### src/rtl/ads1292_sample_to_float.sv
// ads1292_sample_to_float: exact 24-bit two's-complement ADC sample to IEEE-754 single conversion.
// Optional DC offset subtraction with saturation when ADS1292_OFFSET_SUB_EN is defined. Rev 1.0
`default_nettype none

module ads1292_sample_to_float #(
  parameter logic signed [23:0] OFFSET = 24'sh000000
) (
  input  logic        i_CLK,
  input  logic        i_RST,
  input  logic [23:0] i_ADC_DATA,
  input  logic        i_ADC_DATA_VALID,
  output logic        o_ADC_DATA_READY,
  output logic [31:0] o_X_DATA,
  output logic        o_X_DATA_VALID,
  input  logic        i_X_DATA_READY,
  output logic        o_SAT
);

  typedef enum logic [2:0] {
    ST_IDLE   = 3'd0,
    ST_ABS    = 3'd1,
    ST_NORM   = 3'd2,
    ST_PACK   = 3'd3,
    ST_FINISH = 3'd4
  } state_t;

  state_t      state;
  state_t      state_nxt;

  logic [23:0] sample;
  logic [23:0] mag;
  logic        sign;
  logic [4:0]  k;
  logic        ready_q;
  logic        valid_q;
  logic [31:0] x_q;

  logic        accept;
  logic [23:0] operand;
  logic        clamped;
  logic        operand_sign;
  logic [23:0] operand_mag;

  assign accept = i_ADC_DATA_VALID && ready_q;

`ifdef ADS1292_OFFSET_SUB_EN
  logic [24:0] diff;
  logic        sat_q;

  // Bits 24 and 23 disagree exactly when the 25-bit difference leaves the 24-bit range.
  always_comb begin
    diff    = {sample[23], sample} - {OFFSET[23], OFFSET};
    operand = diff[23:0];
    clamped = 1'b0;
    if (!diff[24] && diff[23]) begin
      operand = 24'h7FFFFF;
      clamped = 1'b1;
    end else if (diff[24] && !diff[23]) begin
      operand = 24'h800000;
      clamped = 1'b1;
    end
  end

  always_ff @(posedge i_CLK) begin
    if (i_RST) begin
      sat_q <= 1'b0;
    end else if (state == ST_ABS) begin
      sat_q <= clamped;
    end
  end

  assign o_SAT = sat_q;
`else
  logic unused_offset;

  assign operand       = sample;
  assign clamped       = 1'b0;
  assign unused_offset = ^{OFFSET, clamped};
  assign o_SAT         = 1'b0;
`endif

  // Negating 0x800000 wraps back to 0x800000, which is the correct magnitude.
  assign operand_sign = operand[23];
  assign operand_mag  = operand_sign ? (~operand + 24'd1) : operand;

  always_ff @(posedge i_CLK) begin
    if (i_RST) begin
      state <= ST_IDLE;
    end else begin
      state <= state_nxt;
    end
  end

  always_comb begin
    state_nxt = ST_IDLE;
    case (state)
      ST_IDLE:   state_nxt = accept ? ST_ABS : ST_IDLE;
      ST_ABS:    state_nxt = (operand_mag == 24'd0) ? ST_PACK : ST_NORM;
      ST_NORM:   state_nxt = (mag[23] || (k == 5'd23)) ? ST_PACK : ST_NORM;
      ST_PACK:   state_nxt = ST_FINISH;
      ST_FINISH: state_nxt = i_X_DATA_READY ? ST_IDLE : ST_FINISH;
      default:   state_nxt = ST_IDLE;
    endcase
  end

  always_ff @(posedge i_CLK) begin
    if (i_RST) begin
      sample  <= 24'd0;
      mag     <= 24'd0;
      sign    <= 1'b0;
      k       <= 5'd0;
      ready_q <= 1'b0;
      valid_q <= 1'b0;
      x_q     <= 32'd0;
    end else begin
      ready_q <= (state_nxt == ST_IDLE);
      valid_q <= (state_nxt == ST_FINISH);
      case (state)
        ST_IDLE: begin
          if (accept) begin
            sample <= i_ADC_DATA;
          end
        end
        ST_ABS: begin
          sign <= operand_sign;
          mag  <= operand_mag;
          k    <= 5'd0;
        end
        ST_NORM: begin
          if (!mag[23] && (k != 5'd23)) begin
            mag <= {mag[22:0], 1'b0};
            k   <= k + 5'd1;
          end
        end
        ST_PACK: begin
          if (mag == 24'd0) begin
            x_q <= 32'h0000_0000;
          end else begin
            x_q <= {sign, 8'd150 - {3'b000, k}, mag[22:0]};
          end
        end
        default: begin
        end
      endcase
    end
  end

  assign o_ADC_DATA_READY = ready_q;
  assign o_X_DATA_VALID   = valid_q;
  assign o_X_DATA         = x_q;

endmodule

`default_nettype wire
### config.mk
export PLATFORM = sky130hd
export DESIGN_NAME = ads1292_sample_to_float
export DESIGN_NICKNAME = d
export VERILOG_FILES = /design/src/rtl/ads1292_sample_to_float.sv
export SDC_FILE = /design/constraint.sdc
export NUM_CORES = 1
export LEC_CHECK = 0
export BUFFER_PORTS_ARGS = -buffer_cell sky130_fd_sc_hd__buf_2
export CAP_MARGIN = 20
export CORE_MARGIN = 2
export CORE_UTILIZATION = 62
export DETAILED_ROUTE_END_ITERATION = 10
export GPL_ROUTABILITY_DRIVEN = 0
export GPL_TIMING_DRIVEN = 0
export PLACE_DENSITY = 0.95
export RECOVER_POWER = 100
export SLEW_MARGIN = 0
export SYNTH_ARGS = -nofsm -noshare
export SYNTH_HDL_FRONTEND = slang
export SYNTH_SLANG_ARGS = --single-unit
### constraint.sdc
create_clock -name i_CLK -period 5.5 [get_ports i_CLK]
set_input_delay 0.55 -clock i_CLK [delete_from_list [all_inputs] [get_ports i_CLK]]
set_output_delay 0.55 -clock i_CLK [all_outputs]
set_load 0.01 [all_outputs]
==> results of run 1 <==
logic make-up after synthesis:
| logic type | count (synthesis) | share of synthesized area [%] |
|---|---|---|
| AOI/OAI and AO/OA | 151 | 21.28 |
| xor gates and xnor gates | 21 | 4.121 |
| adders and majority gates | 2 | 0.5606 |
| buffers and inverters | 52 | 5.551 |
| DFF | 91 | 40.82 |
| muxes | 7 | 1.598 |
| other | 1 | 0.08402 |
| and+or+nand+nor | 247 | 25.99 |
critical path, stage by stage (launching register included):
cell and delay, ns:
sky130_fd_sc_hd__dfxtp_1 0.42, sky130_fd_sc_hd__or3b_1 0.39, sky130_fd_sc_hd__clkbuf_1 0.23, sky130_fd_sc_hd__a311oi_1 0.63, sky130_fd_sc_hd__nor2_1 0.27, sky130_fd_sc_hd__clkbuf_1 0.30, sky130_fd_sc_hd__a311oi_1 0.32, sky130_fd_sc_hd__a21oi_1 0.09
sky130_fd_sc_hd__nor2_1 0.12
per-layer routing:
metal	vias to the layer above	share of wire [%]
li1	2140	-
met1	1996	43
met2	216	47
met3	34	7.2
met4	0	2.7
met5	-	0
path summary, 6_finish.rpt:
path	end	slack [ns]	cells past startpoint
hold / removal	operand[10]	0.41	3
setup reg to reg	mag[18]	2.66	8
hold reg to reg	o_X_DATA[25]	0.46	2
setup / recovery	mag[18]	2.66	8
power by group through the flow:
stage,registers (mW),logic (mW),clock network (mW)
floorplan,0.714,0.218,0
global placement,0.718,0.276,0
detailed placement,0.720,0.286,0
CTS,0.704,0.290,0.419
global route,0.709,0.318,0.447
finish,0.706,0.292,0.426
area by class of cell:
cell class	count	area, µm²
Multi-Input combinational cell	429	2372
Fill cell	551	1872
Sequential cell	91	1822
Clock buffer	11	141.4
Clock inverter	5	35.03
Inverter	6	22.52
Timing Repair Buffer	61	262.8
Tap cell	96	120.1
Buffer	46	221.5
cells in the mapped netlist (6+ instances only):
| master | instances | area, µm² |
|---|---|---|
| sky130_fd_sc_hd__a211oi_1 | 11 | 82.58 |
| sky130_fd_sc_hd__nand3_1 | 13 | 65.06 |
| sky130_fd_sc_hd__a211o_1 | 8 | 70.07 |
| sky130_fd_sc_hd__nand2_1 | 120 | 450.4 |
| sky130_fd_sc_hd__inv_1 | 6 | 22.52 |
| sky130_fd_sc_hd__o21ai_0 | 11 | 55.05 |
| sky130_fd_sc_hd__nor4_1 | 8 | 50.05 |
| sky130_fd_sc_hd__dfxtp_1 | 91 | 1822 |
| sky130_fd_sc_hd__mux2i_1 | 6 | 60.06 |
| sky130_fd_sc_hd__xor2_1 | 16 | 140.1 |
| sky130_fd_sc_hd__a21oi_1 | 87 | 435.4 |
| sky130_fd_sc_hd__nor3_1 | 6 | 30.03 |
| sky130_fd_sc_hd__nor2_1 | 54 | 202.7 |
| sky130_fd_sc_hd__clkbuf_1 | 30 | 112.6 |
flip-flops by register name, indices dropped and copies added, names as in the netlist:
name / flops
k: 5
mag: 24
o_ADC_DATA_READY: 1
o_X_DATA: 32
o_X_DATA_VALID: 1
operand: 24
sign: 1
state: 3
==> run_summary.xml, run 1 <==
<?xml version="1.0" encoding="UTF-8"?>
<metrics>
  <group name="synth">
    <metric name="synth_cells" unit="">572</metric>
    <metric name="ys_async_sr_fraction" unit="%">0</metric>
    <metric name="synth.avg_cell_area" unit="µm²">7.802</metric>
    <metric name="mappedNetlistNets" unit="">602</metric>
    <metric name="yosysSeqAreaShare" unit="%">40.82</metric>
    <metric name="post_synth_num_cell_types" unit="">65</metric>
    <metric name="synth_area" unit="µm²">4463</metric>
    <metric name="synth_enable_flop_cells" unit="">0</metric>
    <metric name="synth-seq-cells" unit="">91</metric>
    <metric name="yosys_most_used_dff" unit="">sky130_fd_sc_hd__dfxtp_1</metric>
    <metric name="yosys_warnings" unit="">0</metric>
  </group>
  <group name="place">
    <metric name="place_worst_setup_slack" unit="ns">2.879</metric>
    <metric name="port_buffers" unit="">61</metric>
    <metric name="post_dp_cell_area" unit="µm²">4888</metric>
    <metric name="dpl.hpwl" unit="µm">8138</metric>
    <metric name="count_of_placed_standard_cells_including_taps" unit="">729</metric>
  </group>
  <group name="cells_and_area">
    <metric name="drive_gt1_share" unit="%">10.32</metric>
    <metric name="antenna_cells" unit="">0</metric>
    <metric name="layout_commonest_cell" unit="">sky130_fd_sc_hd__nand2_1</metric>
    <metric name="post_layout_nonfiller_instances" unit="">745</metric>
    <metric name="nNetsFinal" unit="">674</metric>
    <metric name="postLayoutCoreUtil" unit="%">72.75</metric>
    <metric name="areaGrowthSynthToFinish" unit="%">11.97</metric>
    <metric name="fin_area" unit="µm²">4997</metric>
    <metric name="most_frequent_cells_in_the_layout" unit="">sky130_fd_sc_hd__nand2_1 (120), sky130_fd_sc_hd__dfxtp_1 (91), sky130_fd_sc_hd__a21oi_1 (87), sky130_fd_sc_hd__clkbuf_1 (71), sky130_fd_sc_hd__nor2_1 (54)</metric>
  </group>
  <group name="grt">
    <metric name="grt_util_met3" unit="%">5.317</metric>
    <metric name="grt_remaining_overflow" unit="">0</metric>
    <metric name="maximum_number_of_pins_on_one_net_before_global_route_repair" unit="">16</metric>
    <metric name="grt_use_met2" unit="%">49.59</metric>
    <metric name="busiest_layer" unit="">met2</metric>
    <metric name="global_route_wire_length_before_repair" unit="µm">17880</metric>
    <metric name="grt_util_all_layers" unit="%">28.96</metric>
    <metric name="vias_in_the_first_global_route" unit="">3871</metric>
    <metric name="grt_antenna_before_repair" unit="">0</metric>
    <metric name="groute.layer.met1.usage" unit="%">36.73</metric>
  </group>
  <group name="pwr">
    <metric name="power.share.switching" unit="%">32.44</metric>
    <metric name="peakVddDrop" unit="mV">0.1422</metric>
    <metric name="p_seq_share" unit="%">49.5</metric>
    <metric name="p_per_area" unit="nW/µm²">285.1</metric>
    <metric name="total_switching_power" unit="µW">462.2</metric>
    <metric name="leakage" unit="nW">1.782</metric>
    <metric name="design_power_total" unit="mW">1.425</metric>
    <metric name="share_comb_of_total_power" unit="%">20.5</metric>
    <metric name="internal_power" unit="µW">962.6</metric>
    <metric name="clock_power_share" unit="%">29.9</metric>
  </group>
  <group name="critical_path">
    <metric name="crit_start" unit="">state[1]</metric>
    <metric name="worstSetupStartpointType" unit="">flop</metric>
    <metric name="worst_path_max_fanout" unit="">10</metric>
    <metric name="critPathArrivalTime" unit="ns">3.14</metric>
    <metric name="critPathKind" unit="">reg -&gt; reg</metric>
    <metric name="worstPathRequired" unit="ns">5.80</metric>
    <metric name="end_kind" unit="">flop</metric>
    <metric name="worst_r2r_startpoint" unit="">state[1]</metric>
  </group>
  <group name="drt">
    <metric name="final_antenna_net_count" unit="">0</metric>
    <metric name="drt_pre_antenna_iters" unit="">6</metric>
    <metric name="viasPerCell" unit="">5.887</metric>
    <metric name="routed_wirelength" unit="µm">11240</metric>
    <metric name="vias" unit="">4386</metric>
    <metric name="post_drt_wl_per_cell" unit="µm">15.09</metric>
    <metric name="remaining_drc_errors" unit="">0</metric>
    <metric name="initialDrtViolationCount" unit="">475</metric>
  </group>
  <group name="sta">
    <metric name="slew_headroom" unit="%">55.41</metric>
    <metric name="maxClockFrequency" unit="GHz">0.3520</metric>
    <metric name="worst_slack" unit="ns">2.659</metric>
    <metric name="layout_min_cycle_time" unit="ns">2.841</metric>
    <metric name="setup-tns-final" unit="ns">0</metric>
    <metric name="grt_setup_unrepaired" unit="">no</metric>
    <metric name="tightestPinTransition" unit="ns">0.6643</metric>
    <metric name="finalSetupViolations" unit="">0</metric>
    <metric name="final_worst_path_cycle_share" unit="%">51.66</metric>
    <metric name="timing_max_transition_violations_final" unit="">0</metric>
    <metric name="final_hold_viol_count" unit="">0</metric>
    <metric name="fin_skew" unit="ns">0.01407</metric>
    <metric name="holdWs" unit="ns">0.4094</metric>
  </group>
  <group name="run_status">
    <metric name="run_status" unit="">completed</metric>
  </group>
  <group name="clock_network">
    <metric name="post_cts_resize_count" unit="">0</metric>
    <metric name="cts_setup_buffers" unit="">0</metric>
    <metric name="max-clock-path-buffers" unit="">2</metric>
    <metric name="cts_hold_buf" unit="">0</metric>
    <metric name="sinks_on_the_clock_net" unit="">91</metric>
    <metric name="cts_buffers" unit="">9</metric>
    <metric name="insertion_delay" unit="ns">0.37</metric>
    <metric name="tritoncts_clock_tree" unit="">built</metric>
    <metric name="clkSlewWorstSetupHoldPaths" unit="ns">0.10</metric>
    <metric name="cts-htree-levels" unit="">3</metric>
    <metric name="root_buffer_selected_by_cts" unit="">sky130_fd_sc_hd__clkbuf_8</metric>
  </group>
  <group name="die">
    <metric name="num_rows" unit="">30</metric>
    <metric name="core_area" unit="µm²">6869</metric>
    <metric name="ios" unit="">63</metric>
    <metric name="die_height" unit="µm">88.85</metric>
    <metric name="fp.dieW" unit="µm">88.85</metric>
    <metric name="initial_utilization" unit="%">64.97</metric>
    <metric name="die-area" unit="µm²">7893</metric>
  </group>
  <group name="job">
    <metric name="max-cap-violations" unit="">0</metric>
  </group>
  <group name="worst_hold_path">
    <metric name="hp_class" unit="">in -&gt; reg</metric>
    <metric name="hold_path_startpoint" unit="">i_ADC_DATA[10]</metric>
  </group>
</metrics>
(Power assumes the default switching activity.)
==> run 2, diff against run 1 <==
CORE_UTILIZATION = 52   (was 62)
PLACE_DENSITY = 0.86   (was 0.95)
clock period = 2.4 ns   (was 5.5 ns; I/O delays follow)
==> run 2 against run 1 <==
Design area up 4.9%. Worst hold slack worse by 0.31 ns. Largest power group unchanged. Critical endpoint is now state[0]. First-iteration DRC count down 16%. Die area up 18%. Register-to-register slack worse by 2.6 ns. Highest routed layer unchanged. Routed wire length up 9.1%. Setup slack worse by 2.6 ns. Cell count up 1.7%. Core utilization down 9.3 points.
==> run_summary.xml, run 2 (same netlist as run 1, synthesis figures left out) <==
<?xml version="1.0" encoding="UTF-8"?>
<metrics>
  <group name="die">
    <metric name="die_height" unit="µm">96.65</metric>
    <metric name="core_area" unit="µm²">8258</metric>
    <metric name="die-area" unit="µm²">9340</metric>
    <metric name="fp.dieW" unit="µm">96.65</metric>
    <metric name="num_rows" unit="">33</metric>
    <metric name="ios" unit="">63</metric>
    <metric name="initial_utilization" unit="%">54.05</metric>
  </group>
  <group name="drt">
    <metric name="post_drt_wl_per_cell" unit="µm">16.18</metric>
    <metric name="initialDrtViolationCount" unit="">400</metric>
    <metric name="routed_wirelength" unit="µm">12260</metric>
    <metric name="remaining_drc_errors" unit="">0</metric>
    <metric name="drt_pre_antenna_iters" unit="">9</metric>
    <metric name="met2RoutedLength" unit="µm">5835</metric>
    <metric name="vias" unit="">4481</metric>
    <metric name="final_antenna_net_count" unit="">0</metric>
    <metric name="met1Wirelength" unit="µm">5114</metric>
    <metric name="maxUsedRoutingLayer" unit="">met4</metric>
    <metric name="met3_wirelength" unit="µm">913</metric>
    <metric name="viasPerCell" unit="">5.912</metric>
  </group>
  <group name="cells_and_area">
    <metric name="drive_gt1_share" unit="%">14.55</metric>
    <metric name="areaGrowthSynthToFinish" unit="%">17.49</metric>
    <metric name="nNetsFinal" unit="">678</metric>
    <metric name="layout_commonest_cell" unit="">sky130_fd_sc_hd__nand2_1</metric>
    <metric name="antenna_cells" unit="">0</metric>
    <metric name="post_layout_nonfiller_instances" unit="">758</metric>
    <metric name="largest_reg_flops" unit="">32</metric>
    <metric name="most_frequent_cells_in_the_layout" unit="">sky130_fd_sc_hd__nand2_1 (120), sky130_fd_sc_hd__dfxtp_1 (90), sky130_fd_sc_hd__a21oi_1 (87), sky130_fd_sc_hd__clkbuf_1 (65), sky130_fd_sc_hd__nor2_1 (54)</metric>
  </group>
  <group name="sta">
    <metric name="timing_max_transition_violations_final" unit="">0</metric>
    <metric name="slew_headroom" unit="%">57.71</metric>
    <metric name="fin_skew" unit="ns">0.006672</metric>
    <metric name="holdWs" unit="ns">0.09944</metric>
    <metric name="worst_slack" unit="ns">0.04682</metric>
    <metric name="finalSetupViolations" unit="">0</metric>
    <metric name="layout_min_cycle_time" unit="ns">2.353</metric>
    <metric name="maxClockFrequency" unit="GHz">0.4250</metric>
    <metric name="final_hold_viol_count" unit="">0</metric>
    <metric name="final_worst_path_cycle_share" unit="%">98.05</metric>
    <metric name="tightestPinTransition" unit="ns">0.6330</metric>
  </group>
  <group name="job">
    <metric name="max-cap-violations" unit="">0</metric>
  </group>
  <group name="clock_network">
    <metric name="max-clock-path-buffers" unit="">2</metric>
    <metric name="cts-htree-levels" unit="">3</metric>
    <metric name="clkSlewWorstSetupHoldPaths" unit="ns">0.09</metric>
    <metric name="root_buffer_selected_by_cts" unit="">sky130_fd_sc_hd__clkbuf_8</metric>
    <metric name="tritoncts_clock_tree" unit="">built</metric>
    <metric name="cts_buffers" unit="">9</metric>
    <metric name="cts_hold_buf" unit="">0</metric>
    <metric name="sinks_on_the_clock_net" unit="">91</metric>
    <metric name="insertion_delay" unit="ns">0.37</metric>
  </group>
  <group name="critical_path">
    <metric name="crit_chain" unit="">inv_2 &gt; ha_4 &gt; or4b_4 &gt; o31ai_4 &gt; xnor2_2 &gt; nor4b_2 &gt; nand4_1 &gt; o32ai_2</metric>
    <metric name="worstSetupStartpointType" unit="">flop</metric>
    <metric name="cpMaxStageDelayCell" unit="">sky130_fd_sc_hd__or4b_4</metric>
    <metric name="end_kind" unit="">flop</metric>
    <metric name="critPathArrivalTime" unit="ns">2.63</metric>
    <metric name="worst_path_max_fanout" unit="">7</metric>
    <metric name="crit_start" unit="">operand[0]</metric>
    <metric name="worst_r2r_startpoint" unit="">operand[0]</metric>
    <metric name="max_stage_delay" unit="ns">0.53</metric>
    <metric name="critPathKind" unit="">reg -&gt; reg</metric>
    <metric name="worstPathRequired" unit="ns">2.67</metric>
  </group>
  <group name="grt">
    <metric name="maximum_number_of_pins_on_one_net_before_global_route_repair" unit="">17</metric>
    <metric name="vias_in_the_first_global_route" unit="">4078</metric>
    <metric name="grt_util_all_layers" unit="%">24.23</metric>
    <metric name="grt_remaining_overflow" unit="">0</metric>
    <metric name="global_route_wire_length_before_repair" unit="µm">19020</metric>
    <metric name="grt_antenna_before_repair" unit="">0</metric>
  </group>
  <group name="place">
    <metric name="place_worst_setup_slack" unit="ns">-0.2630</metric>
    <metric name="port_buffers" unit="">61</metric>
    <metric name="dpl.hpwl" unit="µm">8388</metric>
    <metric name="count_of_placed_standard_cells_including_taps" unit="">738</metric>
  </group>
  <group name="worst_hold_path">
    <metric name="hold_path_startpoint" unit="">i_ADC_DATA[20]</metric>
    <metric name="hp_class" unit="">in -&gt; reg</metric>
  </group>
  <group name="pwr">
    <metric name="leakage" unit="nW">1.884</metric>
    <metric name="p_per_area" unit="nW/µm²">684.4</metric>
    <metric name="design_power_total" unit="mW">3.589</metric>
    <metric name="peakVddDrop" unit="mV">0.3735</metric>
  </group>
  <group name="run_status">
    <metric name="run_status" unit="">completed</metric>
  </group>
</metrics>
[run 2: per-stage QoR]
step                      area (µm²)  setup TNS (ns)  utilization [%]
after floorplan                 4463               0                -
after global placement          4900         -0.1840            59.33
after detailed placement        4900         -0.3471            59.33
after CTS                       5187               0            62.82
after global routing            5244        -0.02664            63.50
final                           5244               0            63.50
[run 2: worst paths after layout]
check | to | slack (ns) | depth (start not counted)
worst max-delay path | state[0] | 0.05 | 8
worst min-delay path | operand[20] | 0.1 | 3
worst max register to register | state[0] | 0.05 | 8
worst min register to register | o_X_DATA[31] | 0.45 | 2
[run 2: final cells by class]
cell class	instances	area, µm²
clock buffer	10	137.6
buffer	46	226.5
tap	105	131.4
multi-input combinational	429	2516
sequential	91	1823
clock inverter	6	93.84
timing repair buffer	65	292.8
inverter	6	22.52
fill	720	3014
[run 2: worst max-delay path: cells and delay by family, from the launching register on]
| kind | cells | cell delay (ns) |
|---|---|---|
| and+or+nand+nor | 3 | 0.95 |
| AOI/OAI and AO/OA | 2 | 0.53 |
| DFF | 1 | 0.38 |
| adders and majority gates | 1 | 0.17 |
| xor gates and xnor gates | 1 | 0.13 |
| buffers and inverters | 1 | 0.10 |
[run 2: repair_timing]
action	CTS	global route
setup buffers	3	1
resized for setup	6	19
setup endpoints to repair	3	21
pin swaps	2	6
cloned	0	0
[run 2: power breakdown]
group          internal [mW]  leakage [nW]  switching (mW)
Combinational          0.281          1.03           0.478
Sequential              1.56         0.736          0.0624
Clock                  0.624         0.113           0.582
Total                   2.47          1.88            1.12
[run 2: per-layer routing]
layer  GRT usage (%)  vias up
met5               0        -
met4           9.859        0
met3           5.058       37
met2           39.10      230
met1           31.68     2070
li1                -     2144
